## config.mk

```make
export PLATFORM = sky130hd
export DESIGN_NAME = systolic_skew_feeder_flat
export DESIGN_NICKNAME = d
export VERILOG_FILES = /design/src/rtl/systolic_pkg.sv /design/src/rtl/systolic_skew_feeder_if.sv /design/src/rtl/skew_delay_line.sv /design/src/rtl/systolic_skew_feeder.sv /design/src/flat_wrapper.sv
export SDC_FILE = /design/constraint.sdc
export NUM_CORES = 1
export LEC_CHECK = 0
export ABC_CLOCK_PERIOD_IN_PS = 2020
export CORE_UTILIZATION = 35
export DETAILED_ROUTE_END_ITERATION = 16
export DONT_BUFFER_PORTS = 1
export PLACE_DENSITY_LB_ADDON = 0.05
export SLEW_MARGIN = 10
export SYNTH_ARGS = -nofsm -noshare
export SYNTH_HDL_FRONTEND = slang
export SYNTH_SLANG_ARGS = --single-unit
```

## constraint.sdc

```tcl
create_clock -name clk -period 2.02 [get_ports clk]
set_input_delay 0.101 -clock clk [delete_from_list [all_inputs] [get_ports clk]]
set_output_delay 0.101 -clock clk [all_outputs]
set_load 0.03 [all_outputs]
```

## src/rtl/systolic_pkg.sv

```systemverilog
// Shared types and constants for the systolic array feeder.
package systolic_pkg;

  localparam int DATA_W_DEF = 16;
  localparam int N_DEF      = 4;

  typedef enum logic [1:0] {
    IDLE,
    STREAM,
    FLUSH,
    DONE
  } feed_state_e;

  // Cycles needed for the last beat to cross the far corner PE after it leaves the feeder.
  function automatic int flush_cycles(input int n);
    return 2 * n - 1;
  endfunction

endpackage

```

## src/rtl/systolic_skew_feeder_if.sv

```systemverilog
// Beat stream into the feeder: one A column and one W row per handshake.
interface systolic_skew_feeder_if
  import systolic_pkg::*;
#(
  parameter int DATA_W = DATA_W_DEF,
  parameter int N      = N_DEF
) ();

  logic                in_valid;
  logic                in_ready;
  logic [N*DATA_W-1:0] a_vec;
  logic [N*DATA_W-1:0] w_vec;

  modport master (output in_valid, output a_vec, output w_vec, input in_ready);
  modport slave  (input in_valid, input a_vec, input w_vec, output in_ready);

endinterface

```

## src/rtl/skew_delay_line.sv

```systemverilog
// Fixed-depth register chain; lane i of the feeder uses DEPTH = i+1.
module skew_delay_line #(
  parameter int DATA_W = 16,
  parameter int DEPTH  = 1
) (
  input  logic                     clk,
  input  logic                     rst_n,
  input  logic signed [DATA_W-1:0] d_i,
  output logic signed [DATA_W-1:0] q_o
);

  logic signed [DATA_W-1:0] stage_q [DEPTH];

  always_ff @(posedge clk or negedge rst_n) begin
    if (!rst_n) begin
      for (int s = 0; s < DEPTH; s++) stage_q[s] <= '0;
    end else begin
      stage_q[0] <= d_i;
      for (int s = 1; s < DEPTH; s++) stage_q[s] <= stage_q[s-1];
    end
  end

  assign q_o = stage_q[DEPTH-1];

endmodule

```

## src/rtl/systolic_skew_feeder.sv

```systemverilog
// Drives the left/top edges of an NxN systolic MAC grid with per-lane skew and job sequencing.
module systolic_skew_feeder
  import systolic_pkg::*;
#(
  parameter int DATA_W = DATA_W_DEF,
  parameter int N      = N_DEF,
  parameter int K_W    = 8
) (
  input  logic                  clk,
  input  logic                  rst_n,
  input  logic                  start,
  input  logic [K_W-1:0]        k_len,
  systolic_skew_feeder_if.slave in_if,
  output logic [N*DATA_W-1:0]   a_edge,
  output logic [N*DATA_W-1:0]   w_edge,
  output logic                  acc_clr,
  output logic                  busy,
  output logic                  done
);

  localparam int FLUSH_CYC = flush_cycles(N);
  localparam int FC_W      = $clog2(FLUSH_CYC + 1);
  localparam logic [FC_W-1:0] FC_LAST = FC_W'(FLUSH_CYC - 1);

  feed_state_e     state_q;
  logic [K_W-1:0]  k_len_q;
  logic [K_W-1:0]  beat_cnt_q;
  logic [FC_W-1:0] flush_cnt_q;
  logic            xfer;

  assign xfer = in_if.in_valid && (state_q == STREAM);

  always_ff @(posedge clk or negedge rst_n) begin
    if (!rst_n) begin
      state_q     <= IDLE;
      k_len_q     <= '0;
      beat_cnt_q  <= '0;
      flush_cnt_q <= '0;
    end else begin
      case (state_q)
        IDLE: begin
          if (start) begin
            k_len_q     <= k_len;
            beat_cnt_q  <= '0;
            flush_cnt_q <= '0;
            state_q     <= (k_len == '0) ? FLUSH : STREAM;
          end
        end
        STREAM: begin
          if (xfer) begin
            beat_cnt_q <= beat_cnt_q + 1'b1;
            if (beat_cnt_q + 1'b1 == k_len_q) state_q <= FLUSH;
          end
        end
        FLUSH: begin
          if (flush_cnt_q == FC_LAST) state_q <= DONE;
          else                        flush_cnt_q <= flush_cnt_q + 1'b1;
        end
        DONE:    state_q <= IDLE;
        default: state_q <= IDLE;
      endcase
    end
  end

  // acc_clr is decoded from the IDLE+start condition so the clear lands in the start cycle itself.
  assign in_if.in_ready = (state_q == STREAM);
  assign busy           = (state_q != IDLE);
  assign done           = (state_q == DONE);
  assign acc_clr        = (state_q == IDLE) && start;

  // Stage p0: zero-injection mux, then lane i delays i+1 cycles.
  for (genvar i = 0; i < N; i++) begin : g_lane
    logic signed [DATA_W-1:0] a_d, w_d, a_q, w_q;

    assign a_d = xfer ? in_if.a_vec[i*DATA_W +: DATA_W] : '0;
    assign w_d = xfer ? in_if.w_vec[i*DATA_W +: DATA_W] : '0;

    skew_delay_line #(.DATA_W(DATA_W), .DEPTH(i + 1)) u_a_skew (
      .clk   (clk),
      .rst_n (rst_n),
      .d_i   (a_d),
      .q_o   (a_q)
    );

    skew_delay_line #(.DATA_W(DATA_W), .DEPTH(i + 1)) u_w_skew (
      .clk   (clk),
      .rst_n (rst_n),
      .d_i   (w_d),
      .q_o   (w_q)
    );

    assign a_edge[i*DATA_W +: DATA_W] = a_q;
    assign w_edge[i*DATA_W +: DATA_W] = w_q;
  end

endmodule

```

## src/flat_wrapper.sv

```systemverilog
// flat-port wrapper written by rule: the top's interface ports become plain ports
module systolic_skew_feeder_flat import systolic_pkg::*;
#(
  parameter int DATA_W = DATA_W_DEF,
  parameter int N      = N_DEF,
  parameter int K_W    = 8
)
  (clk, rst_n, start, k_len, a_edge, w_edge, acc_clr, busy, done, in_if_in_valid, in_if_a_vec, in_if_w_vec, in_if_in_ready);
  systolic_skew_feeder_if #(.DATA_W(DATA_W), .N(N)) in_if_i ();
  input  logic clk;
  input  logic rst_n;
  input  logic start;
  input  logic [K_W-1:0] k_len;
  output logic [N*DATA_W-1:0] a_edge;
  output logic [N*DATA_W-1:0] w_edge;
  output logic acc_clr;
  output logic busy;
  output logic done;
  input wire logic [$bits(in_if_i.in_valid)-1:0] in_if_in_valid;
  input wire logic [$bits(in_if_i.a_vec)-1:0] in_if_a_vec;
  input wire logic [$bits(in_if_i.w_vec)-1:0] in_if_w_vec;
  output wire logic [$bits(in_if_i.in_ready)-1:0] in_if_in_ready;
  assign in_if_i.in_valid = in_if_in_valid;
  assign in_if_i.a_vec = in_if_a_vec;
  assign in_if_i.w_vec = in_if_w_vec;
  assign in_if_in_ready = in_if_i.in_ready;
  systolic_skew_feeder #(.DATA_W(DATA_W), .N(N), .K_W(K_W)) u_core (.clk(clk), .rst_n(rst_n), .start(start), .k_len(k_len), .in_if(in_if_i), .a_edge(a_edge), .w_edge(w_edge), .acc_clr(acc_clr), .busy(busy), .done(done));
endmodule
```

==> impl_metrics.csv, run 1 <==
group,metric,value,unit
outcome,status,"complete, but fails checks",
outcome,failed_checks,"negative hold slack",
global_route,grt_usage,13.6,%
detailed_routing,drt-vias-per-instance,4.48,
yosys,synthAdderAreaFrac,0.873,%
clock_network,hold_buffers,139,
place,dp.cells,1048,
power,p_int,14000,uW
sta,fin_crit,1.97,ns
detailed_routing,drtIter0Drc,256,
floorplanning,rows,65,
setup_path,cp_max_fo,3,
yosys,syn_nets,902,
yosys,synth_xor_area_share,0.705,%
setup_path,ff2ff_setup_slack,0.05,ns
layout,stdcell_count,1256,
clock_network,cts_tree,"built",
clock_network,htree_levels,2,
sta,setup_viol,0,
global_route,grt_pass1_wl,34.7,mm
global_route,grt_pass1_vias,6187,
yosys,synth_mux_area_share,1.11,%
layout,antenna_cells,0,
yosys,seq_area_frac_synth,76.3,%
floorplanning,dieArea,0.0327,mm^2
yosys,synth-simple-area-share,10.3,%
detailed_routing,wirelength,22.1,mm
setup_path,crit_required,2.42,ns
detailed_routing,wl_per_cell,17.6,um
sta,slew_viol_final,0,
place,port_buffers,0,
layout,seqCellArea,0.00854,mm^2
place,placed_area,0.0110,mm^2
detailed_routing,drc,0,
sta,relSlewSlack,44.4,%
yosys,syn_inst,755,
sta,fin_crit_sh,97.3,%
setup_path,path_cells,"inv_2, buf_4, ha_4, inv_2, o2111ai_2, a2111oi_2, o211ai_2, mux2_4",
layout,drive_gt1_share,14.6,%
flow_run,cap_violations,0,
global_route,grt_max_degree,342,
global_route,antenna_found_initial,0,
clock_network,cts_inserted_buffers,38,
yosys,ys_warn_count,0,
yosys,synth_top_family_by_area,"simple AND/OR/NAND/NOR gates",
floorplanning,die_y,181,um
detailed_routing,ant_nets,0,
sta,fin_setup_tns,0,ns
setup_path,cp_common_cell,"inv_2",
place,dp_hpwl,12.5,mm
layout,postLayoutCellArea,0.0139,mm^2
clock_network,cts_root_buf,"clkbuf_16",
yosys,netlist_area,0.0112,mm^2
power,combPwrFrac,14.0,%
floorplanning,initial_core_util,35.5,%
yosys,avgSynthCellArea,14.8,um^2
layout,multiInputGateArea,0.00181,mm^2
yosys,ys_ff_latch,341,
clock_network,clockBufferDepth,3,
yosys,synth_compound_area_share,2.50,%
yosys,async_reset_ff_share,100,%
setup_path,startpoint_type,"flop",
power,p_seq_share,48.0,%
sta,hold_viol,341,
clock_network,clk_pin_slew_worst_paths,0.06,ns
power,leakage,0.00718,uW
setup_path,arrival,2.36,ns
floorplanning,ios,272,
layout,syn_to_final_growth,24.7,%
setup_path,crit_path_end_kind,"flop",
sta,fin_skew,0.0104,ns
setup_path,crit_type,"reg2reg",
power,ir_worst_vdd,745,uV
worst_hold_path,hold_path_class,"in2async",
power,power,19500,uW
global_route,grt_remaining_overflow,0,
power,power.switching,5500,uW
yosys,synth_edf_count,0,
floorplanning,fp.dieW,181,um
layout,finalNetCount,975,
setup_path,cp_slowest_cell,"dfrtp_1",
power,clkPwrFrac,38.0,%
sta,timing.hold.ws,-0.715,ns
clock_network,cts.sinks,341,
yosys,synth_ff_type,"dfrtp_1",
power,power_density,1400,mW/mm^2
layout,fillers,2769,
place,gp_congestion,0.745,
power,switching_share,28.2,%
yosys,yosysUniqueCellTypes,44,
detailed_routing,dr.pass1.iters,4,
sta,tightest_slew,0.835,ns
floorplanning,coreArea,0.0315,mm^2
setup_path,cp_slowest_stage_delay,0.39,ns
setup_path,crit_buf_inv,3,
setup_path,critPathTopFamily,"compound AO/OA/AOI/OAI gates",
detailed_routing,num_vias,5630,
sta,max_freq,509,MHz
clock_network,clk_latency,0.51,ns
[flip-flops by register name, summed over array words and instances, names as in the netlist]
signal,flops
u_core.g_lane.u_w_skew.q_o,64
u_core.beat_cnt_q,8
u_core.flush_cnt_q,3
u_core.g_lane.u_w_skew.stage_q,96
u_core.g_lane.u_a_skew.stage_q,96
u_core.g_lane.u_a_skew.q_o,64
u_core.state_q,2
u_core.k_len_q,8
[cell families (layout without fill, tap and decap cells)]
group                    after synthesis  after routing
flip-flops                           341            341
AND/OR/NAND/NOR                      199            199
buffers and inverters                143            242
AO/OA/AOI/OAI                         44             44
multiplexers                          11             11
XOR/XNOR                               9              9
adder cells (fa/ha/maj)                8              8
[worst reg2reg max path: cells and delay by family (launching register included)]
kind                     cells  cell delay (ns)
buffers and inverters        3             0.29
AO/OA/AOI/OAI                3             0.67
multiplexers                 1             0.31
adder cells (fa/ha/maj)      1             0.20
flip-flops                   1             0.39
[final cells by class]
type                            instances  share of cell area (%)
Sequential cell                       341                    61.2
Multi-Input combinational cell        271                    13.0
Timing Repair Buffer                  169                    12.0
Clock buffer                           49                    7.92
Tap cell                              402                    3.61
Clock inverter                         17                    2.03
Inverter                                7                   0.189
[layer usage]
layer,wire (um),GRT usage [%]
met1,9250,17.2
met5,0,0
met3,1820,5.04
met2,10600,21.5
met4,478,4.31
[final timing paths]
check	from	endpoint	depth (start not counted)
min	rst_n	u_core.g_lane[3].u_w_skew.stage_q[40]$_DFF_PN0_	0
min in group clk	in_if_in_valid	u_core.beat_cnt_q[4]$_DFFE_PN0P_	4
max reg2reg	u_core.state_q[1]$_DFFE_PN0P_	u_core.state_q[0]$_DFFE_PN0P_	8
max	u_core.state_q[1]$_DFFE_PN0P_	u_core.state_q[0]$_DFFE_PN0P_	8
max in group asynchronous	rst_n	u_core.g_lane[2].u_a_skew.q_o[15]$_DFF_PN0_	0
min reg2reg	u_core.g_lane[3].u_a_skew.stage_q[43]$_DFF_PN0_	u_core.g_lane[3].u_a_skew.stage_q[27]$_DFF_PN0_	0
[power by group through the flow]
stage	logic, uW	clock network [uW]	registers [uW]
detailed placement	2200	0	9480
floorplan	2650	0	8600
global route	3000	7940	9490
finish	2720	7400	9360
global placement	2130	0	9470
CTS	2470	7620	9370
[what timing repair did]
item | in CTS | in global routing
setup buffers | 0 | 2
hold endpoints to repair | 487 | 341
resized for setup | 1 | 17
endpoints found under the setup margin | 3 | 9
pin swaps | 1 | 4
cloned | 0 | 1
[cell usage in the layout, fill, tap and decap left out, drive strengths merged, types with 2 or more instances in the layout]
| master | count |
|---|---|
| a21oi | 17 |
| and3 | 131 |
| buf | 30 |
| bufinv | 7 |
| clkbuf | 50 |
| clkinv | 10 |
| dfrtp | 341 |
| dlygate4sd3 | 138 |
| ha | 7 |
| inv | 7 |
| mux2 | 8 |
| mux2i | 3 |
| nand2 | 27 |
| nand3 | 7 |
| nand4 | 3 |
| nor2 | 8 |
| nor2b | 3 |
| nor3 | 11 |
| nor4 | 2 |
| o211ai | 2 |
| o21ai | 13 |
| xnor2 | 5 |
| xor2 | 4 |
[synth_stat cells (all sizes together) (3+ instances only)]
cell type,count,area (um^2)
xor2,4,35.0
dfrtp,341,8530
and3,131,820
ha,7,87.6
nor2,8,30.0
o21ai,13,65.1
buf,102,763
xnor2,5,43.8
clkbuf,34,128
nand2,27,101
nand4,3,18.8
nor3,11,55.1
nand3,7,35.0
nor2b,3,18.8
mux2,8,93.8
a21oi,17,85.1
mux2i,3,30.0
inv,7,26.3
[stage by stage]
stage | hold slack, ns | utilization (%) | worst slack, ns
final | -0.715 | 44.3 | 0.0549
after global routing | -0.743 | 44.3 | -0.0131
after CTS | -0.736 | 43.9 | 0.00842
after detailed placement | -0.187 | 35.0 | -0.0222
after global placement | -0.187 | 35.0 | -0.000453
after floorplan | -0.195 | - | 0.00941
No activity file was read; power rests on OpenSTA's default activity.
==> run 2: changes to the inputs <==
--- a/config.mk
+++ b/config.mk
@@ -10,6 +10,7 @@
 export DETAILED_ROUTE_END_ITERATION = 16
 export DONT_BUFFER_PORTS = 1
 export PLACE_DENSITY_LB_ADDON = 0.05
+export SETUP_SLACK_MARGIN = 0.15
 export SLEW_MARGIN = 10
 export SYNTH_ARGS = -nofsm -noshare
 export SYNTH_HDL_FRONTEND = slang
==> impl_metrics.csv, run 2 (synthesis results as in run 1) <==
group,metric,value,unit
outcome,status,"complete, but fails checks",
outcome,failed_checks,"negative hold slack",
layout,multiInputGateArea,0.00185,mm^2
floorplanning,die_y,181,um
sta,fin_crit_sh,94.9,%
setup_path,crit_type,"reg2reg",
clock_network,clockBufferDepth,3,
setup_path,crit_path_end,"u_core.state_q[0]$_DFFE_PN0P_",
floorplanning,fp.dieW,181,um
floorplanning,ios,272,
clock_network,htree_levels,2,
global_route,antenna_found_initial,0,
sta,timing.hold.ws,-0.704,ns
setup_path,crit_path_end_kind,"flop",
layout,antenna_cells,0,
sta,max_freq,522,MHz
global_route,grt_max_degree,342,
layout,reg_top3,"u_core.g_lane.u_a_skew.stage_q: 96 flops, u_core.g_lane.u_w_skew.stage_q: 96 flops",
detailed_routing,num_vias,5735,
clock_network,cts_inserted_buffers,37,
sta,relSlewSlack,68.5,%
clock_network,cts_root_buf,"clkbuf_16",
setup_path,timing.rr.end,"u_core.state_q[0]$_DFFE_PN0P_",
global_route,grt_pass1_vias,6361,
place,dp_hpwl,12.9,mm
global_route,grt_remaining_overflow,0,
global_route,grt_usage,14.3,%
layout,final_cell_mix,"dfrtp_1, dlygate4sd3_1, and3_1, clkbuf_16, buf_4",
clock_network,cts_tree,"built",
floorplanning,dieArea,0.0327,mm^2
layout,fillers,2785,
detailed_routing,drt-vias-per-instance,4.56,
detailed_routing,drtIter0Drc,260,
power,power_density,1360,mW/mm^2
clock_network,hold_buffers,143,
setup_path,r2r-start,"u_core.beat_cnt_q[0]$_DFFE_PN0P_",
place,port_buffers,0,
clock_network,cts.sinks,341,
clock_network,clk_latency,0.50,ns
floorplanning,initial_core_util,35.5,%
place,gp_congestion,0.744,
detailed_routing,wirelength,23.0,mm
setup_path,crit_start,"u_core.beat_cnt_q[0]$_DFFE_PN0P_",
layout,drive_gt1_share,14.3,%
layout,final_common_cell,"dfrtp_1",
sta,tightest_slew,0.472,ns
floorplanning,rows,65,
global_route,grt-busiest-layer,"met2",
power,ir_worst_vdd,571,uV
detailed_routing,wl_per_cell,18.3,um
sta,grt_setup_unrepaired,"yes",
sta,fin_crit,1.92,ns
sta,hold_viol,341,
setup_path,startpoint_type,"flop",
detailed_routing,ant_nets,0,
setup_path,arrival,2.30,ns
layout,finalNetCount,981,
setup_path,r2r_cells,6,
sta,fin_skew,0.0132,ns
setup_path,crit_required,2.40,ns
sta,setup_viol,0,
layout,seqCellArea,0.00854,mm^2
detailed_routing,dr.pass1.iters,6,
sta,slew_viol_final,0,
worst_hold_path,hold_path_class,"in2async",
power,leakage,0.00711,uW
sta,fin_setup_tns,0,ns
layout,syn_to_final_growth,24.1,%
setup_path,cp_max_fo,4,
global_route,met2_usage,23.5,%
global_route,grt_use_met3,4.25,%
detailed_routing,drc,0,
global_route,grt_pass1_wl,36.5,mm
floorplanning,coreArea,0.0315,mm^2
clock_network,clk_pin_slew_worst_paths,0.06,ns
setup_path,ff2ff_setup_slack,0.10,ns
flow_run,cap_violations,0,
global_route,use_met1,17.9,%
power,power,18900,uW
[run 2: final cells by class]
cell class | count | share of cell area, %
clock inverters | 10 | 1.02
well taps | 402 | 3.63
multi-input cells | 271 | 13.3
clock buffers | 51 | 7.57
inverters | 7 | 0.189
flip-flops and latches | 341 | 61.6
repair buffers | 176 | 12.7
[run 2: what timing repair did]
action | CTS | global route
hold endpoints to repair | 487 | 341
cloned | 1 | 1
endpoints found under the setup margin | 8 | 8
setup buffers | 5 | 0
pin swaps | 6 | 3
gates resized for setup | 13 | 11
[run 2: where the power goes]
group          switching (uW)  internal (uW)
logic                    1610           1410
clock network            2530           4000
registers                1380           7990
total                    5520          13400
[run 2: per-stage QoR]
step | instances | utilization, % | setup slack, ns | instance area (um^2)
4_1_cts | 1257 | 43.8 | 0.115 | 13800
3_5_place_dp | 1047 | 35.0 | -0.00614 | 11000
3_3_place_gp | 1047 | 35.0 | 0.00258 | 11000
2_1_floorplan | 755 | - | 0.0645 | 11200
5_1_grt | 1258 | 44.1 | 0.0583 | 13900
6_report | 1258 | 44.1 | 0.104 | 13900
[run 2: worst min-delay path by stage]
stage / depth (start not counted) / start / end
after global routing: 0 / rst_n / u_core.g_lane[3].u_a_skew.q_o[10]$_DFF_PN0_
after CTS: 0 / rst_n / u_core.g_lane[3].u_a_skew.stage_q[29]$_DFF_PN0_
after global placement: 0 / rst_n / u_core.g_lane[3].u_a_skew.q_o[10]$_DFF_PN0_
after detailed placement: 0 / rst_n / u_core.g_lane[3].u_a_skew.q_o[10]$_DFF_PN0_
after floorplan: 0 / rst_n / u_core.beat_cnt_q[0]$_DFFE_PN0P_
final: 0 / rst_n / u_core.g_lane[3].u_a_skew.stage_q[45]$_DFF_PN0_
[run 2: routing by layer]
| layer | share of wire, % | routed length [um] |
|---|---|---|
| met2 | 49 | 11200 |
| met5 | 0 | 0 |
| met1 | 42 | 9640 |
| met4 | 2.3 | 530 |
| met3 | 7.0 | 1620 |
[run 2: critical path, stage by stage (launching register included)]
cell,delay (ns)
dfrtp_2,0.44
ha_4,0.30
xnor2_2,0.11
o2111ai_2,0.14
a2111oi_2,0.33
o211ai_2,0.16
mux2_4,0.31
==> run 3: changes to the inputs <==
--- a/config.mk
+++ b/config.mk
@@ -9,6 +9,7 @@
 export CORE_UTILIZATION = 35
 export DETAILED_ROUTE_END_ITERATION = 16
 export DONT_BUFFER_PORTS = 1
+export GPL_TIMING_DRIVEN = 0
 export PLACE_DENSITY_LB_ADDON = 0.05
 export SETUP_SLACK_MARGIN = 0.15
 export SLEW_MARGIN = 10
==> impl_metrics.csv, run 3 (synthesis results as in run 1) <==
group,metric,value,unit
sta,max_freq,495,MHz
place,dp_hpwl,15.3,mm
clock_network,cts_inserted_buffers,37,
worst_hold_path,hold_path_class,"in2async",
clock_network,clk_pin_slew_worst_paths,0.06,ns
detailed_routing,dr.pass1.iters,6,
outcome,status,"complete, but fails checks",
sta,slew_viol_final,0,
power,combPwrFrac,20.6,%
global_route,grt_remaining_overflow,0,
floorplanning,die_y,181,um
clock_network,cts.sinks,341,
floorplanning,fp.dieW,181,um
sta,timing.hold.ws,-0.704,ns
power,power.switching,5550,uW
setup_path,r2r-start,"u_core.flush_cnt_q[0]$_DFFE_PN0P_",
power,switching_share,28.8,%
place,dp_slack,-0.499,ns
clock_network,hold_buffers,136,
detailed_routing,met1Wirelength,9.63,mm
global_route,grt_pass1_wl,38.0,mm
setup_path,cp_max_fo,3,
detailed_routing,ant_nets,0,
sta,fin_crit_sh,100,%
global_route,grt_pass1_vias,6890,
place,dp.cells,1157,
detailed_routing,wl_met2,11.8,mm
floorplanning,initial_core_util,35.5,%
floorplanning,ios,272,
layout,syn_to_final_growth,29.8,%
setup_path,crit_start,"u_core.flush_cnt_q[0]$_DFFE_PN0P_",
layout,stdcell_count,1374,
power,power_density,1330,mW/mm^2
clock_network,clockBufferDepth,3,
outcome,failed_checks,"negative hold slack, negative setup slack",
setup_path,arrival,2.40,ns
clock_network,cts_tree,"built",
sta,setup_slack,-0.000123,ns
layout,finalNetCount,1092,
place,port_buffers,0,
power,ir_worst_vdd,635,uV
global_route,antenna_found_initial,1,
layout,final_cell_mix,"dfrtp_1, dlygate4sd3_1, and3_1, buf_4, clkbuf_16",
power,clkPwrFrac,34.5,%
detailed_routing,dr_wl_met3,1.69,mm
detailed_routing,num_vias,6147,
layout,drive_gt1_share,22.0,%
sta,tightest_slew,0.812,ns
sta,fin_crit,2.02,ns
setup_path,startpoint_type,"flop",
detailed_routing,wl_per_cell,17.2,um
power,leakage,0.00758,uW
layout,final_common_cell,"dfrtp_1",
detailed_routing,wirelength,23.7,mm
setup_path,r2r_cells,8,
detailed_routing,topRoutingLayerUsed,"met4",
sta,setup_viol,1,
detailed_routing,drc,0,
detailed_routing,drt-vias-per-instance,4.47,
power,p_seq_share,44.9,%
setup_path,crit_required,2.40,ns
floorplanning,rows,65,
detailed_routing,drtIter0Drc,383,
power,p_int,13700,uW
clock_network,clk_latency,0.50,ns
place,gp_congestion,0.807,
sta,grt_setup_unrepaired,"yes",
clock_network,htree_levels,2,
global_route,grt_max_degree,342,
global_route,grt_usage,14.9,%
layout,reg_top3,"u_core.g_lane.u_a_skew.stage_q: 96 flops, u_core.g_lane.u_w_skew.stage_q: 96 flops",
setup_path,crit_path_end_kind,"flop",
flow_run,cap_violations,0,
sta,hold_viol,341,
layout,fin_util,46.1,%
setup_path,crit_type,"reg2reg",
floorplanning,coreArea,0.0315,mm^2
sta,fin_skew,0.0116,ns
clock_network,cts_root_buf,"clkbuf_16",
floorplanning,dieArea,0.0327,mm^2
sta,relSlewSlack,45.9,%
power,power,19200,uW
run 3: power groups by stage:
| stage | combinational, uW | sequential [uW] | clock (uW) |
|---|---|---|---|
| 2_1_floorplan | 2670 | 8610 | 0 |
| 3_3_place_gp | 3290 | 8740 | 0 |
| 3_5_place_dp | 3350 | 8780 | 0 |
| 4_1_cts | 3860 | 8650 | 6850 |
| 5_1_grt | 4280 | 8770 | 7150 |
| 6_report | 3960 | 8640 | 6640 |
run 3: critical path, cell delays in order (launching register included):
cell	delay [ns]
dfrtp_1	0.41
inv_2	0.08
ha_2	0.18
nand2_2	0.08
a21oi_4	0.19
o2111ai_4	0.15
a2111oi_4	0.32
o211ai_2	0.18
mux2_4	0.32
run 3: final cells by class:
cell class,instances,area (um^2)
antenna,1,2.50
fill,2855,17000
timing repair buffer,151,1470
tap,402,503
clock inverter,10,139
buffer,136,917
inverter,7,32.5
sequential,341,8540
multi-input combinational,271,1820
clock buffer,55,1080
run 3: layer usage:
layer	vias up	global-route usage [%]
met3	43	4.19
met1	3067	18.3
met4	0	4.85
li1	2798	-
met2	239	25.2
met5	-	0
run 3: through the flow:
| stage | area, um^2 | hold WS (ns) | setup TNS, ns |
|---|---|---|---|
| after floorplan | 11200 | -0.195 | 0 |
| after global placement | 11700 | -0.188 | -23.64 |
| after detailed placement | 11700 | -0.187 | -27.30 |
| after CTS | 14400 | -0.732 | -0.00385 |
| after global routing | 14500 | -0.741 | -0.129 |
| final | 14500 | -0.704 | -0.000123 |
run 3: path summary, 6_finish.rpt:
check	slack (ns)	endpoint
setup / recovery	-0.0001	u_core.state_q[0]$_DFFE_PN0P_
hold / removal	-0.70	u_core.g_lane[3].u_a_skew.q_o[10]$_DFF_PN0_
setup reg to reg	-0.0001	u_core.state_q[0]$_DFFE_PN0P_
hold reg to reg	0.34	u_core.g_lane[2].u_a_skew.stage_q[19]$_DFF_PN0_
max in group asynchronous	2.19	u_core.beat_cnt_q[0]$_DFFE_PN0P_
min in group clk	0.06	u_core.beat_cnt_q[4]$_DFFE_PN0P_
run 3: repair_timing:
item | 4_1_cts | 5_1_grt
setup endpoints to repair | 133 | 39
resized for setup | 18 | 20
hold endpoints to repair | 479 | 341
setup buffers | 13 | 2
pin swaps | 7 | 2
